[src/rtl/mpeg_stream_feeder_pkg.sv]
// Shared types and constants for the MPEG byte-stream feeder.
package mpeg_feeder_pkg;

  localparam int unsigned ADDR_W_DEF = 23;
  localparam int unsigned PIPE_DEPTH = 2;

  typedef enum logic [1:0] {
    IDLE,
    STREAM,
    FLUSH,
    DONE
  } state_t;

endpackage

[src/rtl/mpeg_stream_feeder_if.sv]
// Memory-read and core-input bus of the feeder; master = feeder, slave = memory/core side.
interface mpeg_stream_feeder_if #(
  parameter int unsigned ADDR_W = mpeg_feeder_pkg::ADDR_W_DEF
);
  logic              mem_rd_en;
  logic [ADDR_W-1:0] mem_addr;
  logic [7:0]        mem_rd_data;
  logic              mpeg_prog_full;
  logic [7:0]        mpeg_in;
  logic              mpeg_in_en;
  logic              stream_end;

  modport master (
    output mem_rd_en, mem_addr, mpeg_in, mpeg_in_en, stream_end,
    input  mem_rd_data, mpeg_prog_full
  );

  modport slave (
    input  mem_rd_en, mem_addr, mpeg_in, mpeg_in_en, stream_end,
    output mem_rd_data, mpeg_prog_full
  );
endinterface

[src/rtl/mpeg_stream_feeder_rd_pipe.sv]
// Two-stage read pipe: read strobe -> memory stage valid -> registered output byte.
module feeder_rd_pipe #(
  parameter int unsigned DATA_W = 8
) (
  input  logic              clk,
  input  logic              srst,
  input  logic              i_rd_en,
  input  logic [DATA_W-1:0] i_rd_data,
  output logic [DATA_W-1:0] o_data,
  output logic              o_valid,
  output logic              o_empty
);

  logic              r_s1_v;
  logic              r_out_v;
  logic [DATA_W-1:0] r_out_d;

  always_ff @(posedge clk) begin
    if (!srst) begin
      r_s1_v  <= 1'b0;
      r_out_v <= 1'b0;
      r_out_d <= '0;
    end else begin
      r_s1_v  <= i_rd_en;
      r_out_v <= r_s1_v;
      if (r_s1_v) r_out_d <= i_rd_data;
    end
  end

  assign o_data  = r_out_d;
  assign o_valid = r_out_v;
  // Empty once nothing waits behind the output register; a byte on o_valid now is the last one.
  assign o_empty = !r_s1_v;

endmodule

[src/rtl/mpeg_stream_feeder.sv]
// Streams a (base, length) byte region from synchronous memory into the core input.
// Optional FEEDER_STATS_EN builds the stall/sent counters; otherwise they read 0.
module mpeg_stream_feeder
  import mpeg_feeder_pkg::*;
#(
  parameter int unsigned ADDR_W = ADDR_W_DEF,
  parameter int unsigned DATA_W = 8
) (
  input  logic                clk,
  input  logic                srst,
  input  logic                start,
  input  logic [ADDR_W-1:0]   base_addr,
  input  logic [ADDR_W:0]     length,
  mpeg_stream_feeder_if.master bus,
  output logic                busy,
  output logic                done,
  output logic [31:0]         stall_cnt,
  output logic [31:0]         sent_cnt
);

  state_t            r_state, w_next;
  logic [ADDR_W-1:0] r_addr;
  logic [ADDR_W:0]   r_remaining;
  logic              r_done;
  logic              w_start_ok;
  logic              w_rd;
  logic              w_pipe_empty;
  logic              w_pipe_valid;
  logic [DATA_W-1:0] w_pipe_data;

  assign w_start_ok = start && (r_state == IDLE || r_state == DONE);
  assign w_rd       = (r_state == STREAM) && !bus.mpeg_prog_full && (r_remaining != '0);

  always_ff @(posedge clk) begin
    if (!srst) begin
      r_state <= IDLE;
      r_done  <= 1'b0;
    end else begin
      r_state <= w_next;
      r_done  <= (r_state == FLUSH) && (w_next == DONE);
    end
  end

  always_comb begin
    w_next = r_state;
    case (r_state)
      IDLE, DONE: if (start) w_next = (length == '0) ? FLUSH : STREAM;
      STREAM:     if (w_rd && r_remaining == (ADDR_W+1)'(1)) w_next = FLUSH;
      FLUSH:      if (w_pipe_empty) w_next = DONE;
      default:    w_next = IDLE;
    endcase
  end

  always_comb begin
    bus.mem_rd_en  = w_rd;
    bus.mem_addr   = r_addr;
    bus.stream_end = (r_state == DONE);
    busy           = (r_state == STREAM) || (r_state == FLUSH);
    done           = r_done;
  end

  always_ff @(posedge clk) begin
    if (!srst) begin
      r_addr      <= '0;
      r_remaining <= '0;
    end else if (w_start_ok) begin
      r_addr      <= base_addr;
      r_remaining <= length;
    end else if (w_rd) begin
      r_addr      <= r_addr + 1'b1;
      r_remaining <= r_remaining - 1'b1;
    end
  end

  feeder_rd_pipe #(.DATA_W(DATA_W)) u_pipe (
    .clk       (clk),
    .srst      (srst),
    .i_rd_en   (w_rd),
    .i_rd_data (bus.mem_rd_data),
    .o_data    (w_pipe_data),
    .o_valid   (w_pipe_valid),
    .o_empty   (w_pipe_empty)
  );

  assign bus.mpeg_in    = w_pipe_data;
  assign bus.mpeg_in_en = w_pipe_valid;

`ifdef FEEDER_STATS_EN
  logic [31:0] r_stall_cnt;
  logic [31:0] r_sent_cnt;

  always_ff @(posedge clk) begin
    if (!srst || w_start_ok) begin
      r_stall_cnt <= '0;
      r_sent_cnt  <= '0;
    end else begin
      if (r_state == STREAM && bus.mpeg_prog_full && r_remaining != '0 && r_stall_cnt != '1)
        r_stall_cnt <= r_stall_cnt + 1'b1;
      if (w_pipe_valid && r_sent_cnt != '1)
        r_sent_cnt <= r_sent_cnt + 1'b1;
    end
  end

  assign stall_cnt = r_stall_cnt;
  assign sent_cnt  = r_sent_cnt;
`else
  assign stall_cnt = '0;
  assign sent_cnt  = '0;
`endif

endmodule

[src/flat_wrapper.sv]
// flat-port wrapper written by rule: the top's interface ports become plain ports
module mpeg_stream_feeder_flat import mpeg_feeder_pkg::*;
#(
  parameter int unsigned ADDR_W = ADDR_W_DEF,
  parameter int unsigned DATA_W = 8
)
  (clk, srst, start, base_addr, length, busy, done, stall_cnt, sent_cnt, bus_mem_rd_en, bus_mem_addr, bus_mpeg_in, bus_mpeg_in_en, bus_stream_end, bus_mem_rd_data, bus_mpeg_prog_full);
  mpeg_stream_feeder_if #(.ADDR_W(ADDR_W)) bus_i ();
  input  logic clk;
  input  logic srst;
  input  logic start;
  input  logic [ADDR_W-1:0] base_addr;
  input  logic [ADDR_W:0] length;
  output logic busy;
  output logic done;
  output logic [31:0] stall_cnt;
  output logic [31:0] sent_cnt;
  output wire logic [$bits(bus_i.mem_rd_en)-1:0] bus_mem_rd_en;
  output wire logic [$bits(bus_i.mem_addr)-1:0] bus_mem_addr;
  output wire logic [$bits(bus_i.mpeg_in)-1:0] bus_mpeg_in;
  output wire logic [$bits(bus_i.mpeg_in_en)-1:0] bus_mpeg_in_en;
  output wire logic [$bits(bus_i.stream_end)-1:0] bus_stream_end;
  input wire logic [$bits(bus_i.mem_rd_data)-1:0] bus_mem_rd_data;
  input wire logic [$bits(bus_i.mpeg_prog_full)-1:0] bus_mpeg_prog_full;
  assign bus_mem_rd_en = bus_i.mem_rd_en;
  assign bus_mem_addr = bus_i.mem_addr;
  assign bus_mpeg_in = bus_i.mpeg_in;
  assign bus_mpeg_in_en = bus_i.mpeg_in_en;
  assign bus_stream_end = bus_i.stream_end;
  assign bus_i.mem_rd_data = bus_mem_rd_data;
  assign bus_i.mpeg_prog_full = bus_mpeg_prog_full;
  mpeg_stream_feeder #(.ADDR_W(ADDR_W), .DATA_W(DATA_W)) u_core (.clk(clk), .srst(srst), .start(start), .base_addr(base_addr), .length(length), .bus(bus_i), .busy(busy), .done(done), .stall_cnt(stall_cnt), .sent_cnt(sent_cnt));
endmodule
[config.mk]
export PLATFORM = sky130hd
export DESIGN_NAME = mpeg_stream_feeder_flat
export DESIGN_NICKNAME = d
export VERILOG_FILES = /design/src/rtl/mpeg_stream_feeder_pkg.sv /design/src/rtl/mpeg_stream_feeder_if.sv /design/src/rtl/mpeg_stream_feeder_rd_pipe.sv /design/src/rtl/mpeg_stream_feeder.sv /design/src/flat_wrapper.sv
export SDC_FILE = /design/constraint.sdc
export NUM_CORES = 1
export LEC_CHECK = 0
export CORE_UTILIZATION = 47
export CTS_CLUSTER_DIAMETER = 80
export DETAILED_ROUTE_END_ITERATION = 10
export HOLD_SLACK_MARGIN = 0.08
export PLACE_DENSITY = 0.87
export SLEW_MARGIN = 20
export SYNTH_ARGS = -nofsm -noshare
export SYNTH_HDL_FRONTEND = slang
export SYNTH_SLANG_ARGS = --single-unit
[constraint.sdc]
create_clock -name clk -period 6.6 [get_ports clk]
set_clock_uncertainty 0.1 [all_clocks]
set_input_delay 0.66 -clock clk [delete_from_list [all_inputs] [get_ports clk]]
set_output_delay 0.66 -clock clk [all_outputs]
set_load 0.02 [all_outputs]
### Yosys cells after proc, flatten, opt, wreduce, memory -nomap -nowiden

Index checks and enable logic that the tools add are counted.

* logic and storage cells: 36
* output and inout port bits: 100
* bits of input ports: 59
* bits in registers: 60

* $add $sub $neg: 2
* equality and inequality tests: 5
* multiplexer cells: 9
* reductions and logical operators: 13

Operator list (number)
* two-way mux 24 bit: 2
* two-way mux 23 bit: 2
* == test 24 x 1 -> 1 bit, second input constant: 1
* logical NOT 24 bit: 1
* nonzero test 24 bit: 1
* subtractor 24 x 1 -> 24 bit, second input constant: 1
* adder 23 x 1 -> 23 bit, second input constant: 1
* two-way mux 2 bit: 4
* == test 2 bit, second input constant: 3
* one-hot mux 2 bit (3 select lines): 1
* logical AND 1 bit: 5
* == test 2 x 1 -> 1 bit, second input constant: 1
* logical NOT 2 bit: 1
* logical OR 1 bit: 2
* nonzero test 2 bit: 1
* OR reduction 2 bit: 1
* logical NOT 1 bit: 1

### Logic depth before layout (Yosys ltp)

Gate-level depths: netlist of run 1.

* depth in word-level cells: 8
* mapped depth: 10
* mapped depth without buffers: 8

### Hierarchy

A second synthesis of run 1 with hierarchy kept.

* cells, all modules: 466
* area total of the unflattened synthesis: 3784.9 µm²

By module, submodules not included
* mpeg_stream_feeder: cells an instance 436, seq. area each 1001.0 µm², area an instance 3425.8 µm², times used 1
* feeder_rd_pipe: cells an instance 30, seq. area each 200.2 µm², area an instance 359.1 µm², times used 1

### Worst setup path before layout of run 1

OpenSTA, ideal clock, no wires.

* path kind: register -> output
* from: reg u_core.r_remaining[0]
* to: out bus_mem_rd_en
* arrival time: 1779 ps
* path buffers: 2
* data required time: 5840 ps
* stages on the path, launching flop included: 9
* path slack: 4061 ps
* cell sequence: dfxtp_1 -> inv_1 -> ha_1 -> or3b_1 -> clkbuf_1 -> nor4_4 -> a21o_2 -> buf_4 -> inv_2

* longest elaborated chain between the ends: 2

Ends and longest elaborated chain
* from (decl): RTL line mpeg_stream_feeder.sv:23 `logic [ADDR_W:0] r_remaining;`
* from (signal assigned): RTL line mpeg_stream_feeder.sv:68 `r_remaining <= length;`
* from (signal assigned): RTL line mpeg_stream_feeder.sv:71 `r_remaining <= r_remaining - 1'b1;`
* nonzero test 24 bit: RTL line mpeg_stream_feeder.sv:32 `assign w_rd = (r_state == STREAM) && !bus.mpeg_prog_full && (r_remaining != '0);`
* logical AND 1 bit: RTL line mpeg_stream_feeder.sv:32
* to (decl): RTL line flat_wrapper.sv:18 `output wire logic [$bits(bus_i.mem_rd_en)-1:0] bus_mem_rd_en;`

Every way passes these cells.

### Worst setup path in the final report of run 1

Same ends and word-level chain as after synthesis.

==> metrics.txt, run 1 <==
PortBufs 94; status completed; fin crit share 58.7%; crit path DAT 3110 ps; first-pass GRT wire length 15.1 mm; synth-to-layout area growth 22.6%; FMAX 258 MHz; die area 8540 µm²; synth unique cells 53; hold path depth 2; # DRC 0; Resize count post-CTS 0; EDFF count, synth 0; drt pass-1 iters 4; min-delay worst type flip-flop to flip-flop; clock root buffer clkbuf_8; max_cap viols 0; Worst R2R Start u_core.r_remaining[0]; vias in the first global route 3400; WS Path Type flip-flop to output port; Pwr Density 328 nW/µm²; YS warnings 0; post-placement setup slack 3130 ps; worst hold slack 394 ps; Cell Rows 32; Max FO, Critical Path 30; Final Hold Vio Count 0; CTS buffer count 9; # Post-CTS Setup Buffers 0; Rel. slew slack 39.3%; H-tree depth 3; register area share after synthesis 31.3%; number of top-level pins 159; ys async rst share 0%; Vias/cell 5.56; Clk pin slew, worst setup/hold paths 70 ps; RePlAce Congestion 0.810; Final nets 608; post-DP HPWL 6.75 mm; Max Slew Vio Count 0; WL final 9.40 mm; R2R depth 8; post-layout util 60.3%; pin count of the biggest net entering global routing 94; CTS tree built; synthesized instance count 465; Detail Route Antenna Nets 0; P_leak 0.00161 µW; setup ws final 2730 ps; Syn Std Cell Area 3840 µm²; all-layer global routing usage 21.9%; Avg Inst Size Synth 8.26 µm²; vias 3609; core area 7810 µm²; WL/cell 14.5 µm; setup TNS 0 ps; FF+latch count, synth 60; Tightest Pin Transition 908 ps; clk_lat worst skew 340 ps; antenna cells 0; clk buf depth 2; Post-Layout Cell Count 649; Hold Crit Start u_core.u_pipe.o_data[6]; CP required 5840 ps; Worst setup EP type output port; fin crit period 3870 ps; Cells after DPL 634; initial antenna violation count 0; Peak VDD IR 0.210 mV; crit path launch type flip-flop; fraction of layout instances using a drive strength above 1 5.48%; Initial Utilization 49.2%; GR Overflow Total 0; Setup-failing EPs final 0; CTS Hold Buffers Added 0; die width 92.4 µm; r2r setup slk 3820 ps; initial drt markers 203; die span in y 92.4 µm; RSZ-0062 raised after global routing no; Main synth FF type dfxtp_1; Hold Path Sink u_core.u_pipe.o_data[6]; RR Endpoint u_core.bus.mem_addr[0]; Sink Count 60
## routing by layer
metal / share of wire [%] / up-vias / global-route usage (%) / wire length [µm]
met5: 0 / - / 0 / 0
met4: 2.3 / 0 / 10.7 / 218
met3: 6.7 / 16 / 6.90 / 627
met2: 50 / 126 / 37.2 / 4680
met1: 41 / 1700 / 24.8 / 3870
li1: - / 1767 / - / -
## placed cells by master (no fill, tap or decap), types with 5 or more instances in the layout
master / netlist / routed
clkdlybuf4s50_1: 0 / 94
conb_1: 1 / 64
dfxtp_1: 60 / 60
o21ai_0: 53 / 53
a31oi_1: 30 / 30
or4_1: 20 / 20
nor2_1: 19 / 19
a21oi_1: 17 / 17
o31ai_1: 17 / 17
nand3_1: 15 / 15
or3_1: 14 / 14
xnor2_1: 13 / 13
inv_1: 12 / 12
nand2_1: 13 / 12
nor4_1: 9 / 9
mux2i_1: 9 / 9
clkbuf_8: 0 / 9
nand4_1: 8 / 8
nor3_1: 7 / 7
ha_1: 6 / 6
a211oi_1: 5 / 5
## how the worst max path moves through the flow
stage	startpoint	end	slack, ps	cells after the start
4_1_cts	u_core.r_remaining[0]	bus_mem_rd_en	2740	7
2_1_floorplan	u_core.r_remaining[0]	bus_mem_rd_en	4060	8
6_report	u_core.r_remaining[0]	bus_mem_rd_en	2730	7
5_1_grt	u_core.r_remaining[0]	bus_mem_rd_en	2540	7
3_5_place_dp	u_core.r_remaining[0]	bus_mem_rd_en	3130	7
3_3_place_gp	u_core.r_remaining[0]	bus_mem_rd_en	3220	7
## cells by family after synthesis
logic type	synth area share, %
simple gates	20.4
mux	2.34
other cells	0.0976
xor+xnor	2.96
fa+ha+maj	1.95
flops	31.3
buf+inv	17.4
compound gates	23.6
## synthesized netlist by cell type (2+ instances only)
cell type / instances / area, µm²
dfxtp_1: 60 / 1200
o21ai_0: 53 / 265
buf_6: 3 / 33.8
a21oi_1: 17 / 85.1
nand3_1: 15 / 75.1
or3_1: 14 / 87.6
inv_1: 12 / 45.0
nor3_1: 7 / 35.0
or2_2: 2 / 12.5
a211oi_1: 5 / 37.5
nand2b_1: 3 / 18.8
nand2_1: 13 / 48.8
a31oi_1: 30 / 188
nor4_1: 9 / 56.3
o211ai_1: 2 / 15.0
a2111oi_0: 3 / 26.3
a21boi_0: 2 / 15.0
mux2i_1: 9 / 90.1
or4_1: 20 / 150
o21a_1: 2 / 15.0
buf_4: 66 / 495
xnor2_1: 13 / 114
nor3b_1: 2 / 15.0
o41ai_1: 2 / 17.5
a2111oi_4: 2 / 55.1
nand4_1: 8 / 50.1
ha_1: 6 / 75.1
nor2_1: 19 / 71.3
and2_1: 3 / 18.8
o31ai_1: 17 / 128
and4_1: 2 / 17.5
clkbuf_1: 23 / 86.3
## flip-flops by register name, summed over array words and instances (netlist names)
register / count
u_core.r_state: 2
u_core.r_remaining: 24
u_core.u_pipe.o_valid: 1
u_core.u_pipe.r_s1_v: 1
u_core.done: 1
u_core.u_pipe.o_data: 8
u_core.bus.mem_addr: 23
## power by group
part           internal [µW]  switching, µW
registers                457            120
logic                    280            411
clock network            132            146
## metrics by stage
stage / total power, µW / cell area, µm²
floorplan: 1060 / 4080
global placement: 1230 / 4550
detailed placement: 1270 / 4550
CTS: 1550 / 4710
global route: 1640 / 4710
finish: 1550 / 4710
## final cells by class
cell class              count  area [µm²]
repair buffers             97         963
clock buffers              10         128
clock inverters             5        30.0
inverters                  13        48.8
multi-input cells         362        2210
flip-flops and latches     60        1200
fillers                   699        3100
well taps                 102         128
## critical path: stages (launching register included)
cell and delay, ps:
dfxtp_1 360, inv_1 120, ha_1 210, or3b_1 490, nor4_4 330, a21o_2 510, inv_2 170, clkdlybuf4s50_1 580
Power figures use the tool's default switching activity.
==> inputs of run 2 (changes only) <==
CORE_UTILIZATION = 44   (was 47)
PLACE_DENSITY = 0.82   (was 0.87)
clock period = 3.7 ns   (was 6.6 ns; I/O delays follow)
==> run 2 against run 1 <==
  * Sequential share of layout area fell by 0.44 points
  * Sequential cell count did not move
  * Register-to-register slack got worse by 2700 ps
  * Clock power rose by 140%
  * Cell area rose by 1.8%
  * Wire length fell by 1.0%
  * First-iteration DRC count fell by 8.4%
  * Critical path type unchanged
  * Highest routed layer unchanged
==> metrics.txt, run 2 (synthesis results as in run 1) <==
status completed (unchanged); clk buf depth 2 (unchanged); Max FO, Critical Path 8 (was 30); Sink Count 60 (unchanged); Initial Utilization 46.1% (was 49.2%); WL final 9.30 mm (was 9.40 mm); Final nets 609 (was 608); fin crit share 86.2%; vias 3620 (was 3609); Net Sw Power 1220 µW (was 677 µW); Max Slew Vio Count 0 (unchanged); WS Path Type flip-flop to output port (unchanged); Setup-failing EPs final 0 (unchanged); final instance area 4790 µm² (was 4710 µm²); die area 9110 µm² (was 8540 µm²); Rel. slew slack 39.8% (was 39.3%); vias in the first global route 3392 (was 3400); Sw Share 41.7% (was 43.8%); setup TNS 0 ps (unchanged); first-pass GRT wire length 15.3 mm (was 15.1 mm); die span in y 95.5 µm (was 92.4 µm); CP required 3230 ps (was 5840 ps); Peak VDD IR 0.348 mV (was 0.210 mV); crit path DAT 2720 ps (was 3110 ps); Cells after DPL 638 (was 634); max FFs per register 24 (unchanged); clock root buffer clkbuf_8 (unchanged); RePlAce Congestion 0.811 (was 0.810); min-delay worst type flip-flop to flip-flop (unchanged); H-tree depth 3 (unchanged); GR Overflow Total 0 (unchanged); Vias/cell 5.54 (was 5.56); antenna cells 0 (unchanged); R2R depth 7 (was 8); Cell Rows 33 (was 32); Critical Path Source u_core.r_remaining[0] (unchanged); P_leak 0.00164 µW (was 0.00161 µW); Worst R2R Start u_core.r_remaining[0] (unchanged); fraction of layout instances using a drive strength above 1 5.83% (was 5.48%); FMAX 314 MHz; Worst setup EP type output port (unchanged); Final Hold Vio Count 0 (unchanged); setup ws final 512 ps (was 2730 ps); Resize count post-CTS 0 (unchanged); max_cap viols 0 (unchanged); total chip power 2930 µW (was 1550 µW); sequential power share 35.0% (was 37.3%); synth-to-layout area growth 24.7% (was 22.6%); Top reg by flops u_core.r_remaining (unchanged); initial antenna violation count 0 (unchanged); number of top-level pins 159 (unchanged); leading cell type in the layout, fill and taps excluded clkdlybuf4s50_1 (unchanged); Pwr Density 612 nW/µm² (was 328 nW/µm²); worst setup path end bus_mem_rd_en (unchanged); CTS tree built (unchanged); post-DP HPWL 6.53 mm (was 6.75 mm); Filler cells 758 (was 699); r2r setup slk 1090 ps (was 3820 ps); crit path launch type flip-flop (unchanged); Post-Layout Cell Count 654 (was 649); initial drt markers 186 (was 203); # DRC 0 (unchanged); CTS buffer count 9 (unchanged); Detail Route Antenna Nets 0 (unchanged); WL/cell 14.2 µm (was 14.5 µm); Int Power 1710 µW (was 870 µW); RR Endpoint u_core.r_remaining[10] (was u_core.bus.mem_addr[0]); commonest cells after routing, fill and taps aside clkdlybuf4s50_1, conb_1, dfxtp_1 (unchanged); drt pass-1 iters 4 (unchanged); all-layer global routing usage 21.3% (was 21.9%); fin crit period 3190 ps; Clk pin slew, worst setup/hold paths 70 ps (about the same); post-placement setup slack 941 ps (was 3130 ps); Tightest Pin Transition 900 ps (was 908 ps); # Post-CTS Setup Buffers 0 (unchanged); CTS Hold Buffers Added 0 (unchanged); Clock Power Share 22.3% (was 17.9%); core area 8340 µm² (was 7810 µm²); die width 95.5 µm (was 92.4 µm); RSZ-0062 raised after global routing no (unchanged); logic gate share of total power 42.7% (was 44.7%); PortBufs 94 (unchanged); clk_lat worst skew 350 ps (was 340 ps); pin count of the biggest net entering global routing 60 (was 94); Cell Area, Placed 4580 µm² (was 4550 µm²)
## run 2: cell types whose count changed in the layout (fill, tap and decap cells not counted)
cell       delta
buf_12        +1
bufinv_16     +2
clkinv_2      -2
clkinv_4      +1
## run 2: area by class of cell
class / instances / area (µm²) / share of cell area, %
multi-input combinational: 362 / 2210 / 46.1
clock buffer: 10 / 128 / 2.66
inverter: 13 / 48.8 / 1.02
tap: 105 / 131 / 2.74
timing repair buffer: 98 / 983 / 20.5
clock inverter: 6 / 88.8 / 1.85
sequential: 60 / 1200 / 25.1
## run 2: power by group through the flow
stage	Sequential, µW	Clock [µW]	Combinational (µW)
after CTS	1020	664	1250
after detailed placement	1030	0	1230
after floorplan	1080	0	819
final	1030	654	1250
after global placement	1020	0	1200
after global routing	1050	691	1380
## run 2: metrics by stage
stage               hold WS (ps)  util, %
finish                       402     57.5
global route                 445     57.5
CTS                          407     57.5
detailed placement           384     54.9
global placement             374     54.9
floorplan                    373        -
## run 2: how the worst min path moves through the flow
stage,start,endpoint,depth (start not counted)
2_1_floorplan,u_core.r_remaining[23],u_core.r_remaining[23],2
6_report,u_core.u_pipe.o_data[7],u_core.u_pipe.o_data[7],2
5_1_grt,u_core.u_pipe.o_data[4],u_core.u_pipe.o_data[4],2
3_5_place_dp,u_core.u_pipe.o_data[4],u_core.u_pipe.o_data[4],2
3_3_place_gp,u_core.u_pipe.o_data[3],u_core.u_pipe.o_data[3],2
4_1_cts,u_core.u_pipe.o_data[4],u_core.u_pipe.o_data[4],2
## run 2: critical path: stages (launching register included)
cell and delay, ps:
dfxtp_1 360, inv_1 110, ha_1 210, or3b_1 490, nor4_4 350, a21o_2 220, inv_2 80, clkdlybuf4s50_1 550
## run 2: metal layers
metal | global-route usage [%] | vias up | part of all wire, %
li1 | - | 1769 | -
met1 | 26.2 | 1697 | 43
met4 | 8.83 | 0 | 2.2
met2 | 34.2 | 132 | 48
met5 | 0 | - | 0
met3 | 6.78 | 22 | 6.8
